### src/rtl/axis_tlast_enforce_if.sv
// AXI4-Stream bundle for the TLAST framing guard.
// Signals: tdata, tkeep, tvalid, tready, tlast.
// The master modport drives payload and valid. The slave modport drives ready.
interface axis_tlast_enforce_if #(
  parameter int unsigned TDATA_W = 32
) ();
  logic [TDATA_W-1:0]   tdata;
  logic [TDATA_W/8-1:0] tkeep;
  logic                 tvalid;
  logic                 tready;
  logic                 tlast;

  modport master (output tdata, output tkeep, output tvalid, output tlast, input tready);
  modport slave  (input tdata, input tkeep, input tvalid, input tlast, output tready);
endinterface

### src/rtl/axis_tlast_enforce.sv
// axis_tlast_enforce: framing guard placed between the HLS result stream and DMA S2MM.
// Every downstream packet is exactly FRAME_WORDS beats long, and TLAST is on its final beat.
// An upstream frame that ends early is zero-padded up to FRAME_WORDS beats.
// An upstream frame that runs long is cut at FRAME_WORDS beats, and its surplus beats are dropped.
// In PASS there is no data latency: the output follows the input directly.
//
// Ports:
//   aclk, aresetn     clock, synchronous active-low reset
//   s_axis (slave)    upstream stream from HLS
//   m_axis (master)   downstream stream to DMA
//   clr_status        pulse that clears the sticky flags
//   err_early         sticky flag: an upstream frame was short
//   err_late          sticky flag: an upstream frame was long
//   frame_done        one-cycle pulse after each downstream TLAST transfer
//   frame_cnt         count of downstream TLAST transfers (statistics option only)
//   early_cnt         saturating count of short frames (statistics option only)
//   late_cnt          saturating count of long frames (statistics option only)
//
// Optional feature macro: AXIS_TLAST_STATS_EN.
// When it is defined, the three statistics counters are built.
// When it is undefined, the counter outputs are tied to zero.
module axis_tlast_enforce #(
  parameter int unsigned TDATA_W     = 32,
  parameter int unsigned FRAME_WORDS = 512
) (
  input  logic                  aclk,
  input  logic                  aresetn,
  axis_tlast_enforce_if.slave   s_axis,
  axis_tlast_enforce_if.master  m_axis,
  input  logic                  clr_status,
  output logic                  err_early,
  output logic                  err_late,
  output logic                  frame_done,
  output logic [31:0]           frame_cnt,
  output logic [15:0]           early_cnt,
  output logic [15:0]           late_cnt
);

  localparam int unsigned KEEP_W = TDATA_W / 8;
  localparam int unsigned CNT_W  = (FRAME_WORDS > 2) ? $clog2(FRAME_WORDS) : 1;
  localparam logic [CNT_W-1:0] LAST_IDX = CNT_W'(FRAME_WORDS - 1);

  typedef enum logic [1:0] {ST_PASS, ST_PAD, ST_DROP} state_e;

  state_e              state_q, state_d;
  logic [CNT_W-1:0]    beat_cnt_q, beat_cnt_d;
  logic                err_early_q, err_late_q, frame_done_q;

  logic                last_beat_c;
  logic                set_early_c, set_late_c;
  logic                m_xfer_c;
  logic                s_tready_c, m_tvalid_c, m_tlast_c;
  logic [TDATA_W-1:0]  m_tdata_c;
  logic [KEEP_W-1:0]   m_tkeep_c;

  assign last_beat_c = (beat_cnt_q == LAST_IDX);

  // State register and downstream beat counter.
  always_ff @(posedge aclk) begin
    if (!aresetn) begin
      state_q    <= ST_PASS;
      beat_cnt_q <= '0;
    end else begin
      state_q    <= state_d;
      beat_cnt_q <= beat_cnt_d;
    end
  end

  // Next-state logic, datapath muxing, and repair-event detection.
  always_comb begin
    state_d     = state_q;
    beat_cnt_d  = beat_cnt_q;
    set_early_c = 1'b0;
    set_late_c  = 1'b0;
    s_tready_c  = 1'b0;
    m_tvalid_c  = 1'b0;
    m_tlast_c   = 1'b0;
    m_tdata_c   = s_axis.tdata;
    m_tkeep_c   = s_axis.tkeep;

    case (state_q)
      ST_PASS: begin
        s_tready_c = m_axis.tready;
        m_tvalid_c = s_axis.tvalid;
        m_tlast_c  = last_beat_c;
        if (s_axis.tvalid && m_axis.tready) begin
          beat_cnt_d = last_beat_c ? '0 : beat_cnt_q + CNT_W'(1);
          if (s_axis.tlast && !last_beat_c) begin
            set_early_c = 1'b1;
            state_d     = ST_PAD;
          end else if (!s_axis.tlast && last_beat_c) begin
            set_late_c = 1'b1;
            state_d    = ST_DROP;
          end
        end
      end
      ST_PAD: begin
        // Pad beats are constant, so data stays stable while the DMA stalls.
        m_tvalid_c = 1'b1;
        m_tdata_c  = '0;
        m_tkeep_c  = '1;
        m_tlast_c  = last_beat_c;
        if (m_axis.tready) begin
          beat_cnt_d = last_beat_c ? '0 : beat_cnt_q + CNT_W'(1);
          if (last_beat_c) begin
            state_d = ST_PASS;
          end
        end
      end
      ST_DROP: begin
        // Surplus beats are swallowed until the upstream frame finally ends.
        s_tready_c = 1'b1;
        if (s_axis.tvalid && s_axis.tlast) begin
          state_d = ST_PASS;
        end
      end
      default: state_d = ST_PASS;
    endcase
  end

  assign m_xfer_c = m_tvalid_c && m_axis.tready;

  // Sticky flags and the frame_done pulse. A set event wins over a same-cycle clear.
  always_ff @(posedge aclk) begin
    if (!aresetn) begin
      err_early_q  <= 1'b0;
      err_late_q   <= 1'b0;
      frame_done_q <= 1'b0;
    end else begin
      err_early_q  <= set_early_c | (err_early_q & ~clr_status);
      err_late_q   <= set_late_c  | (err_late_q  & ~clr_status);
      frame_done_q <= m_xfer_c & m_tlast_c;
    end
  end

  // Handshake and framing outputs are forced low while reset is asserted.
  assign s_axis.tready = aresetn & s_tready_c;
  assign m_axis.tvalid = aresetn & m_tvalid_c;
  assign m_axis.tlast  = aresetn & m_tlast_c;
  assign m_axis.tdata  = m_tdata_c;
  assign m_axis.tkeep  = m_tkeep_c;

  assign err_early  = err_early_q;
  assign err_late   = err_late_q;
  assign frame_done = frame_done_q;

`ifdef AXIS_TLAST_STATS_EN
  logic [31:0] frame_cnt_q;
  logic [15:0] early_cnt_q, late_cnt_q;

  // Statistics counters. They ignore clr_status. The two error counters saturate.
  always_ff @(posedge aclk) begin
    if (!aresetn) begin
      frame_cnt_q <= '0;
      early_cnt_q <= '0;
      late_cnt_q  <= '0;
    end else begin
      if (m_xfer_c && m_tlast_c) begin
        frame_cnt_q <= frame_cnt_q + 32'd1;
      end
      if (set_early_c && (early_cnt_q != 16'hFFFF)) begin
        early_cnt_q <= early_cnt_q + 16'd1;
      end
      if (set_late_c && (late_cnt_q != 16'hFFFF)) begin
        late_cnt_q <= late_cnt_q + 16'd1;
      end
    end
  end

  assign frame_cnt = frame_cnt_q;
  assign early_cnt = early_cnt_q;
  assign late_cnt  = late_cnt_q;
`else
  assign frame_cnt = '0;
  assign early_cnt = '0;
  assign late_cnt  = '0;
`endif

endmodule

### src/flat_wrapper.sv
// flat-port wrapper written by rule: the top's interface ports become plain ports
module axis_tlast_enforce_flat 
#(
  parameter int unsigned TDATA_W     = 32,
  parameter int unsigned FRAME_WORDS = 512
)
  (aclk, aresetn, clr_status, err_early, err_late, frame_done, frame_cnt, early_cnt, late_cnt, s_axis_tdata, s_axis_tkeep, s_axis_tvalid, s_axis_tlast, s_axis_tready, m_axis_tdata, m_axis_tkeep, m_axis_tvalid, m_axis_tlast, m_axis_tready);
  axis_tlast_enforce_if #(.TDATA_W(TDATA_W)) s_axis_i ();
  axis_tlast_enforce_if #(.TDATA_W(TDATA_W)) m_axis_i ();
  input  logic aclk;
  input  logic aresetn;
  input  logic clr_status;
  output logic err_early;
  output logic err_late;
  output logic frame_done;
  output logic [31:0] frame_cnt;
  output logic [15:0] early_cnt;
  output logic [15:0] late_cnt;
  input wire logic [$bits(s_axis_i.tdata)-1:0] s_axis_tdata;
  input wire logic [$bits(s_axis_i.tkeep)-1:0] s_axis_tkeep;
  input wire logic [$bits(s_axis_i.tvalid)-1:0] s_axis_tvalid;
  input wire logic [$bits(s_axis_i.tlast)-1:0] s_axis_tlast;
  output wire logic [$bits(s_axis_i.tready)-1:0] s_axis_tready;
  output wire logic [$bits(m_axis_i.tdata)-1:0] m_axis_tdata;
  output wire logic [$bits(m_axis_i.tkeep)-1:0] m_axis_tkeep;
  output wire logic [$bits(m_axis_i.tvalid)-1:0] m_axis_tvalid;
  output wire logic [$bits(m_axis_i.tlast)-1:0] m_axis_tlast;
  input wire logic [$bits(m_axis_i.tready)-1:0] m_axis_tready;
  assign s_axis_i.tdata = s_axis_tdata;
  assign s_axis_i.tkeep = s_axis_tkeep;
  assign s_axis_i.tvalid = s_axis_tvalid;
  assign s_axis_i.tlast = s_axis_tlast;
  assign s_axis_tready = s_axis_i.tready;
  assign m_axis_tdata = m_axis_i.tdata;
  assign m_axis_tkeep = m_axis_i.tkeep;
  assign m_axis_tvalid = m_axis_i.tvalid;
  assign m_axis_tlast = m_axis_i.tlast;
  assign m_axis_i.tready = m_axis_tready;
  axis_tlast_enforce #(.TDATA_W(TDATA_W), .FRAME_WORDS(FRAME_WORDS)) u_core (.aclk(aclk), .aresetn(aresetn), .s_axis(s_axis_i), .m_axis(m_axis_i), .clr_status(clr_status), .err_early(err_early), .err_late(err_late), .frame_done(frame_done), .frame_cnt(frame_cnt), .early_cnt(early_cnt), .late_cnt(late_cnt));
endmodule
### config.mk
export PLATFORM = sky130hd
export DESIGN_NAME = axis_tlast_enforce_flat
export DESIGN_NICKNAME = d
export VERILOG_FILES = /design/src/rtl/axis_tlast_enforce_if.sv /design/src/rtl/axis_tlast_enforce.sv /design/src/flat_wrapper.sv
export SDC_FILE = /design/constraint.sdc
export NUM_CORES = 1
export LEC_CHECK = 0
export ABC_CLOCK_PERIOD_IN_PS = 2350
export CORE_MARGIN = 5
export CORE_UTILIZATION = 25
export DETAILED_ROUTE_END_ITERATION = 8
export GPL_TIMING_DRIVEN = 0
export PLACE_DENSITY = 0.71
export SYNTH_ARGS = -nofsm -noshare
export SYNTH_HDL_FRONTEND = slang
export SYNTH_SLANG_ARGS = --single-unit
### constraint.sdc
create_clock -name aclk -period 2.35 [get_ports aclk]
set_input_delay 0.235 -clock aclk [delete_from_list [all_inputs] [get_ports aclk]]
set_output_delay 0.235 -clock aclk [all_outputs]
set_load 0.02 [all_outputs]
Word level (Yosys, flattened, before mapping)

Cells that the tools add are included.

Register bits: 14
Input bits: 42
Logic and storage cells: 58
Output and inout bits: 106

Reduce and logical (&&, ||, !) cells: 12
Add/sub/neg operators: 1
Mux-type cells: 23
Bitwise gates (word level): 9
Equality and inequality tests: 8

Operators with widths:

| operator              | count |
|---|---|
| $mux W32              | 1 |
| $mux W9               | 3 |
| $pmux W9 S2           | 1 |
| $mux W2               | 6 |
| $add A9 B1 Y9 const B | 1 |
| $eq A9 B9 Y1 const B  | 1 |
| $mux W1               | 8 |
| $and A1 B1 Y1         | 6 |
| $ne A2 B1 Y1 const B  | 3 |
| $pmux W2 S3           | 1 |
| $logic_and A1 B1 Y1   | 5 |
| $reduce_and A5 Y1     | 1 |
| $mux W4               | 1 |
| $pmux W1 S2           | 2 |
| $ne A3 B1 Y1 const B  | 1 |
| $reduce_and A3 Y1     | 1 |
| $eq A2 B1 Y1 const B  | 1 |
| $eq A2 B2 Y1 const B  | 1 |
| $logic_not A1 Y1      | 2 |
| $logic_not A2 Y1      | 1 |
| $ne A2 B2 Y1 const B  | 1 |
| $or A1 B1 Y1          | 2 |
| $reduce_bool A2 Y1    | 1 |
| $reduce_or A2 Y1      | 1 |
| $not A1 Y1            | 1 |

Longest topological paths before layout

Gate-level depths: netlist (run 1).

Depth after elaboration: 7
Depth in mapped cells: 7
Gate-level depth less buffers: 6

Worst setup path after synthesis (run 1)

OpenSTA, ideal clock, no wires.

Path type: register -> output
Start point: reg u_core.beat_cnt_q[0]
End point: out m_axis_tlast
Required time: 2115 ps
Arrival: 1686 ps
Slack: 429 ps
Stages on the path, launching flop included: 7
Buffers on the path: 1
Cells stage by stage: dfxtp_1 -> ha_1 -> and4_1 -> ha_1 -> clkbuf_1 -> nand2_1 -> nor2_1

Longest elaborated chain between the ends: 3

Ends and longest elaborated chain:

| what                   | line                      | text |
|---|---|---|
| start, declared        | axis_tlast_enforce.sv:46  | `logic [CNT_W-1:0] beat_cnt_q, beat_cnt_d;` |
| start signal, assigned | axis_tlast_enforce.sv:65  | `beat_cnt_q <= beat_cnt_d;` |
| $eq A9 B9 Y1           | axis_tlast_enforce.sv:56  | `assign last_beat_c = (beat_cnt_q == LAST_IDX);` |
| $mux W1                | axis_tlast_enforce.sv:81  | `case (state_q)` |
| $and A1 B1 Y1          | axis_tlast_enforce.sv:139 | `assign m_axis.tlast = aresetn & m_tlast_c;` |
| end, declared          | flat_wrapper.sv:27        | `output wire logic [$bits(m_axis_i.tlast)-1:0] m_axis_tlast;` |

Every way passes these cells.

Worst setup path in the final report (run 1)

Start point: in aresetn
End point: out m_axis_tvalid

Longest elaborated chain between the ends: 1

Ends and longest elaborated chain:

| what            | line                      | text |
|---|---|---|
| start, declared | flat_wrapper.sv:11        | `input logic aresetn;` |
| $and A1 B1 Y1   | axis_tlast_enforce.sv:138 | `assign m_axis.tvalid = aresetn & m_tvalid_c;` |
| end, declared   | flat_wrapper.sv:26        | `output wire logic [$bits(m_axis_i.tvalid)-1:0] m_axis_tvalid;` |

Every way passes these cells.

==> metrics.txt, run 1 <==
outcome=finished, final reports clean; GR Overflow Total=0; Worst-path clk slew=0.06 ns; FF/Latch Area=around 280 µm²; Design Area, Final=0.00270 mm²; Setup Fix Bufs, Post-CTS=0; Final Wtd Congestion=~0.76; Hold Fails Final Rpt=0; fin crit share=93.1%; port buffer count=between 80 and 90; initial antenna violation count=0; first-pass GRT wire length=6130 µm; final clock skew=approximately 0.0029 ns; Crit Path Class=in -> out; First-pass DRT Iterations=4; wire length per cell=10.1 µm; leakage power=1.27 nW; # rows=28; CTS H-tree depth=1; clk_lat worst skew=approximately 0.25 ns; Core Region=0.00582 mm²; placed cell count=between 400 and 500; Sinks on Clock Net=14; via count=roughly 1,500; synthesis-stage register bit count=14; DR iter-0 viols=32; Post-synth ARST share=0%; pin count of the biggest net entering global routing=16; crit-path max FO=10; peak supply drop=188 µV; ys flop type=dfxtp_1; die footprint=about 0.0075 mm²; multi-input logic area=~930 µm²; synthesized area per cell=between 7 and 8 µm²; final worst-path setup slack=between 0.15 and 0.2 ns; Max Freq=~460 MHz; Initial Util=between 20% and 30%; CTS Buf Count=3; vias per cell=3.66; vias in the first global route=between 1,000 and 1,500; Crit path arrival time=between 1.5 and 2 ns; R2R setup slack=0.56 ns; drt drc=0; Final Power=about 0.96 mW; sequential area share after synthesis=approximately a fifth; Fill cells=roughly 600; total of max-cap violations=0; Post-synth EDFFs=0; Req. time, crit path=2.12 ns; DRT antenna net count=0; die width=~87 µm; GRT Resource Usage Total=~10%; Max Slew Vio Count=0; final count of negative-setup-slack endpoints=0; Crit. End Element=output pin; Syn Inst Count=190; DRT Wirelength=4170 µm; ANT cells=0; unique cell type count in the Yosys netlist=30; Synthesis Warnings=0; Post-Syn Area=~0.0015 mm²; IO Pins=148; layout cell share with drive strength beyond 1=a little under a quarter; min cycle time layout=roughly 2.2 ns; pre-CTS setup slack=-0.313 ns; critical path startpoint category=input pin; DP Area=0.00263 mm²; clock root cell=clkbuf_8; pwr dens=~350 mW/mm²; hold slack=between 0.4 and 0.5 ns; Area growth syn-to-layout=83.6%; TritonCTS clock tree=done; unrepaired setup endpoints after global routing=no; CTS Buffer Depth=2; Hold Crit Class=reg -> reg; DP Wirelength=3730 µm; Die Span Y=approximately 87 µm; Non-Filler Instances=413; hold buffers post-CTS=0; Final nets=between 300 and 400
## cell usage after synthesis, drive strengths merged (2+ instances only)
master	n	share of area, %
a21boi	12	6.1
a21oi	2	0.68
a31oi	2	0.85
and2	34	14
and4	2	1.2
buf	65	33
clkbuf	7	1.8
dfxtp	14	19
ha	3	2.6
nand2	7	2.3
nand2b	9	3.8
nand3	3	1.0
nand3b	2	1.0
nor2	6	1.5
o21ai	6	2.0
or4	5	2.6
## sequential cells by signal, summed over array words and instances, names as in the netlist
register / count
u_core.frame_done: 1
u_core.beat_cnt_q: 9
u_core.state_q: 2
u_core.err_late: 1
u_core.err_early: 1
## routing by layer
metal / GRT usage, % / routed length, µm / up-vias / share of wire [%]
met5: 0 / 0 / - / 0
met4: 4.67 / 78 / 0 / 1.9
met3: 5.13 / 618 / 5 / 15
met2: 17.5 / 2030 / 92 / 49
met1: 10.0 / 1450 / 616 / 35
li1: - / - / 797 / -
## final timing paths
path,start,endpoint,cells past startpoint
setup / recovery,aresetn,m_axis_tvalid,4
hold reg to reg,u_core.err_late,u_core.err_late,2
setup reg to reg,u_core.beat_cnt_q[0],u_core.beat_cnt_q[4],5
hold / removal,u_core.err_late,u_core.err_late,2
## power by group
| part | switching [mW] | total (mW) | leakage [nW] | internal [mW] |
|---|---|---|---|---|
| clock network | 0.0871 | 0.236 | 0.0288 | 0.148 |
| logic | 0.231 | 0.475 | 1.12 | 0.243 |
| registers | 0.00386 | 0.245 | 0.113 | 0.241 |
## layout make-up
cell class / count / area share (%)
multi-input cells: 167 / 34.5
flip-flops and latches: 14 / 10.4
repair buffers: 83 / 30.8
well taps: 75 / 3.48
plain buffers: 70 / 18.8
clock buffers: 4 / 2.04
## critical path, stage by stage
cell and delay (ns):
clkdlybuf4s50_1 0.58, clkbuf_1 0.33, and2_1 0.19, clkdlybuf4s50_1 0.62
## metrics by stage
step / setup TNS, ns / util [%]
after CTS: 0 / 46.3
after global placement: -0.316 / 45.2
after detailed placement: -0.313 / 45.2
after floorplan: 0 / -
final: 0 / 46.4
after global routing: 0 / 46.4
## cells in the final DEF, fill, tap and decap left out, types with 2 or more instances in the layout
cell             synthesis  routed
buf_4                   64      64
a21oi_1                  2       2
and2_1                  34      34
o21ai_0                  6       6
nand3_1                  3       3
nand2_1                  6       6
clkbuf_2                 0       3
or4_1                    5       5
dfxtp_1                 14      14
clkbuf_1                 7       2
clkdlybuf4s50_1          0      82
nand2b_1                 9       8
a31oi_1                  2       2
clkbuf_8                 0       4
a21boi_0                 4       4
conb_1                   1      64
nor2_1                   6       6
nand3b_1                 2       2
and4_1                   2       2
a21boi_1                 8       8
## logic make-up (layout without fill, tap and decap cells)
logic type	after synthesis	in the layout	synth area share, %
compound gates	26	26	12.4
fa+ha+maj	3	3	2.56
buf+inv	72	157	34.8
flops	14	14	19.1
other cells	1	64	0.255
simple gates	74	74	30.8
## repair_timing
item	4_1_cts	5_1_grt
endpoints found under the hold margin	0	0
setup endpoints to repair	31	30
gates resized for setup	5	6
Note: power is estimated with default switching activity, not from simulation.
==> run 2, diff against run 1 <==
--- a/config.mk
+++ b/config.mk
@@ -8,6 +8,7 @@
 export ABC_CLOCK_PERIOD_IN_PS = 2350
 export CORE_MARGIN = 5
 export CORE_UTILIZATION = 25
+export CTS_CLUSTER_SIZE = 12
 export DETAILED_ROUTE_END_ITERATION = 8
 export GPL_TIMING_DRIVEN = 0
 export PLACE_DENSITY = 0.71
==> results of run 2 <==
No change in the layout: final DEF, timing and power equal those of run 1.
==> RTL change, RTL diff (flow settings as in run 2) <==
`TDATA_W` is set to 32 in 3 places; all go to 16.
--- a/src/rtl/axis_tlast_enforce_if.sv
+++ b/src/rtl/axis_tlast_enforce_if.sv
@@ -2,7 +2,7 @@
 // Signals: tdata, tkeep, tvalid, tready, tlast.
 // The master modport drives payload and valid. The slave modport drives ready.
 interface axis_tlast_enforce_if #(
-  parameter int unsigned TDATA_W = 32
+  parameter int unsigned TDATA_W = 16
 ) ();
   logic [TDATA_W-1:0]   tdata;
   logic [TDATA_W/8-1:0] tkeep;
--- a/src/rtl/axis_tlast_enforce.sv
+++ b/src/rtl/axis_tlast_enforce.sv
@@ -20,7 +20,7 @@
 // When it is defined, the three statistics counters are built.
 // When it is undefined, the counter outputs are tied to zero.
 module axis_tlast_enforce #(
-  parameter int unsigned TDATA_W     = 32,
+  parameter int unsigned TDATA_W     = 16,
   parameter int unsigned FRAME_WORDS = 512
 ) (
   input  logic                  aclk,
--- a/src/flat_wrapper.sv
+++ b/src/flat_wrapper.sv
@@ -1,7 +1,7 @@
 // flat-port wrapper written by rule: the top's interface ports become plain ports
 module axis_tlast_enforce_flat 
 #(
-  parameter int unsigned TDATA_W     = 32,
+  parameter int unsigned TDATA_W     = 16,
   parameter int unsigned FRAME_WORDS = 512
 )
   (aclk, aresetn, clr_status, err_early, err_late, frame_done, frame_cnt, early_cnt, late_cnt, s_axis_tdata, s_axis_tkeep, s_axis_tvalid, s_axis_tlast, s_axis_tready, m_axis_tdata, m_axis_tkeep, m_axis_tvalid, m_axis_tlast, m_axis_tready);
Ports: changed (resized m_axis_tdata, m_axis_tkeep, s_axis_tdata and s_axis_tkeep); port bits go from 148 to 112. No check against the original RTL was run, so the function may have changed too.
==> RTL change against run 2 <==
- hold slack improved by 0.0011 ns
- critical path depth increased by 3
- clock power about the same
- highest routed layer unchanged
- routed wire length decreased by 21%
- critical path type is now reg2out
- synthesized area decreased by 9.0%
- final area decreased by 19%
- clock skew about the same
- setup slack improved by 0.015 ns
- sequential cell count unchanged
- first-iteration DRC count increased by 25%
- total power decreased by 13%
- register-to-register slack improved by 0.10 ns
- largest power group unchanged
==> RTL change: results (changes against run 2) <==
CTS Buffer Depth 2 (unchanged); htree depth 1 (unchanged); Yosys cell types 31 (+3.3%); drt via density 3.533 (-3.4%); sequential share of the synthesized area 20.97% (+1.9 points); hold buffers post-CTS 0 (unchanged); most frequent cells after synthesis buf_4, and2_1, dfxtp_1, nand2b_1, nor2_1; Top Layer Used met4; Sw Share 32.61% (-1.1 points); Hold Crit Class reg2reg; status finished, final reports clean; CTS resizes 3 (-2); Setup Skew 0.003230 ns (+0.0003441 ns); Post-DP Area 2131 um2 (-19%); DR WL/cell 9.496 um (-6.0%); Placement Setup Slack -0.3115 ns (+0.001449 ns); Pre-antenna DRT Iters 7 (+3); ANT cells 0 (unchanged); synth warn 0 (unchanged); leakage 1.061 nW (-16%); met2 Track Usage GR 15.89% (-1.6 points); Crit path largest cell delay 0.38 ns (-0.24 ns); largest net degree at the start of global routing 16 (unchanged); first-pass GRT wire length 5313 um (-13%); Cells after Synth 167 (-12%); routed wl met2 1697 um (-16%); top fanout value on the critical path 15 (+5); vias in the first global route 1134 (-21%); Clock transition at path regs 0.06 ns (about the same); Root Buffer clkbuf_8; global-route usage over all layers 8.985% (-1.1 points); worst skew pair latency 0.25 ns (about the same); Setup Buffers After CTS 0 (unchanged); critical path's top delay family adder cells; Iter 0 DRT Violations 40 (+25%); share of layout cells above drive strength 1 27.24% (+4.5 points); VDD IR-drop max 0.2695 mV (+44%); top post-synthesis cells by area buf_4, dfxtp_1, and2_1; wire length on met3 227 um (-63%); Post-DP HPWL 2852 um (-23%); Layout Cells excl Fill 349 (-15%); metal1 wirelength 1320 um (-9.0%); Slowest-stage cell, CP dfxtp_1; number of I/O port buffers 47 (-43%); met3 Use GR 1.386% (-3.7 points); gpl congestion 0.8390 (+9.8%); GRT met1 Usage 10.43% (+0.39 points); CP arrival about 1.9 ns; share of synthesized registers carrying an async set or reset 0% (unchanged); final net count 307 (-20%)
[RTL change: cell count changes after synthesis, moves of 2 or more]
cell and delta:
and2_1 -16, clkbuf_1 -4, nand2b_1 -2, a21boi_1 -2, and4_1 -2
[RTL change: worst min-delay path, delay by kind of cell (launching register included)]
family           cells  cell delay [ns]
flip-flops           1             0.32
AND/OR/NAND/NOR      1             0.05
AO/OA/AOI/OAI        1             0.06
[RTL change: area by class of cell]
cell class | instances | area, um2
Multi-Input combinational cell | 148 | 815.8
Tap cell | 70 | 87.58
Buffer | 66 | 489.2
Clock buffer | 4 | 55.05
Fill cell | 524 | 2943
Sequential cell | 14 | 280.3
Timing Repair Buffer | 47 | 469.2
[RTL change: power groups by stage]
stage          registers, mW  logic [mW]  clock network (mW)
3_5_place_dp           0.249       0.344                   0
6_report               0.245       0.348               0.236
5_1_grt                0.245       0.372               0.249
2_1_floorplan          0.250       0.243                   0
3_3_place_gp           0.249       0.343                   0
4_1_cts                0.244       0.345               0.243
[RTL change: path summary, 6_finish.rpt]
kind | start | endpoint | slack [ns] | cells past startpoint
worst min-delay path | u_core.beat_cnt_q[1] | u_core.beat_cnt_q[1] | 0.49 | 2
worst max register to register | u_core.beat_cnt_q[0] | u_core.beat_cnt_q[4] | 0.66 | 6
worst max-delay path | u_core.beat_cnt_q[0] | m_axis_tlast | 0.18 | 7
worst min register to register | u_core.beat_cnt_q[1] | u_core.beat_cnt_q[1] | 0.49 | 2
[RTL change: logic make-up (layout without fill, tap and decap cells)]
family                     count (synthesis)  in the layout  share of synthesized area [%]
other                                      1             64                         0.2806
DFF                                       14             14                          20.97
muxes                                      1              1                         0.7491
AOI/OAI and AO/OA                         25             25                          13.39
and+or+nand+nor                           55             55                          24.63
buffers and inverters                     68            117                          37.17
adders and majority gates                  3              3                          2.809
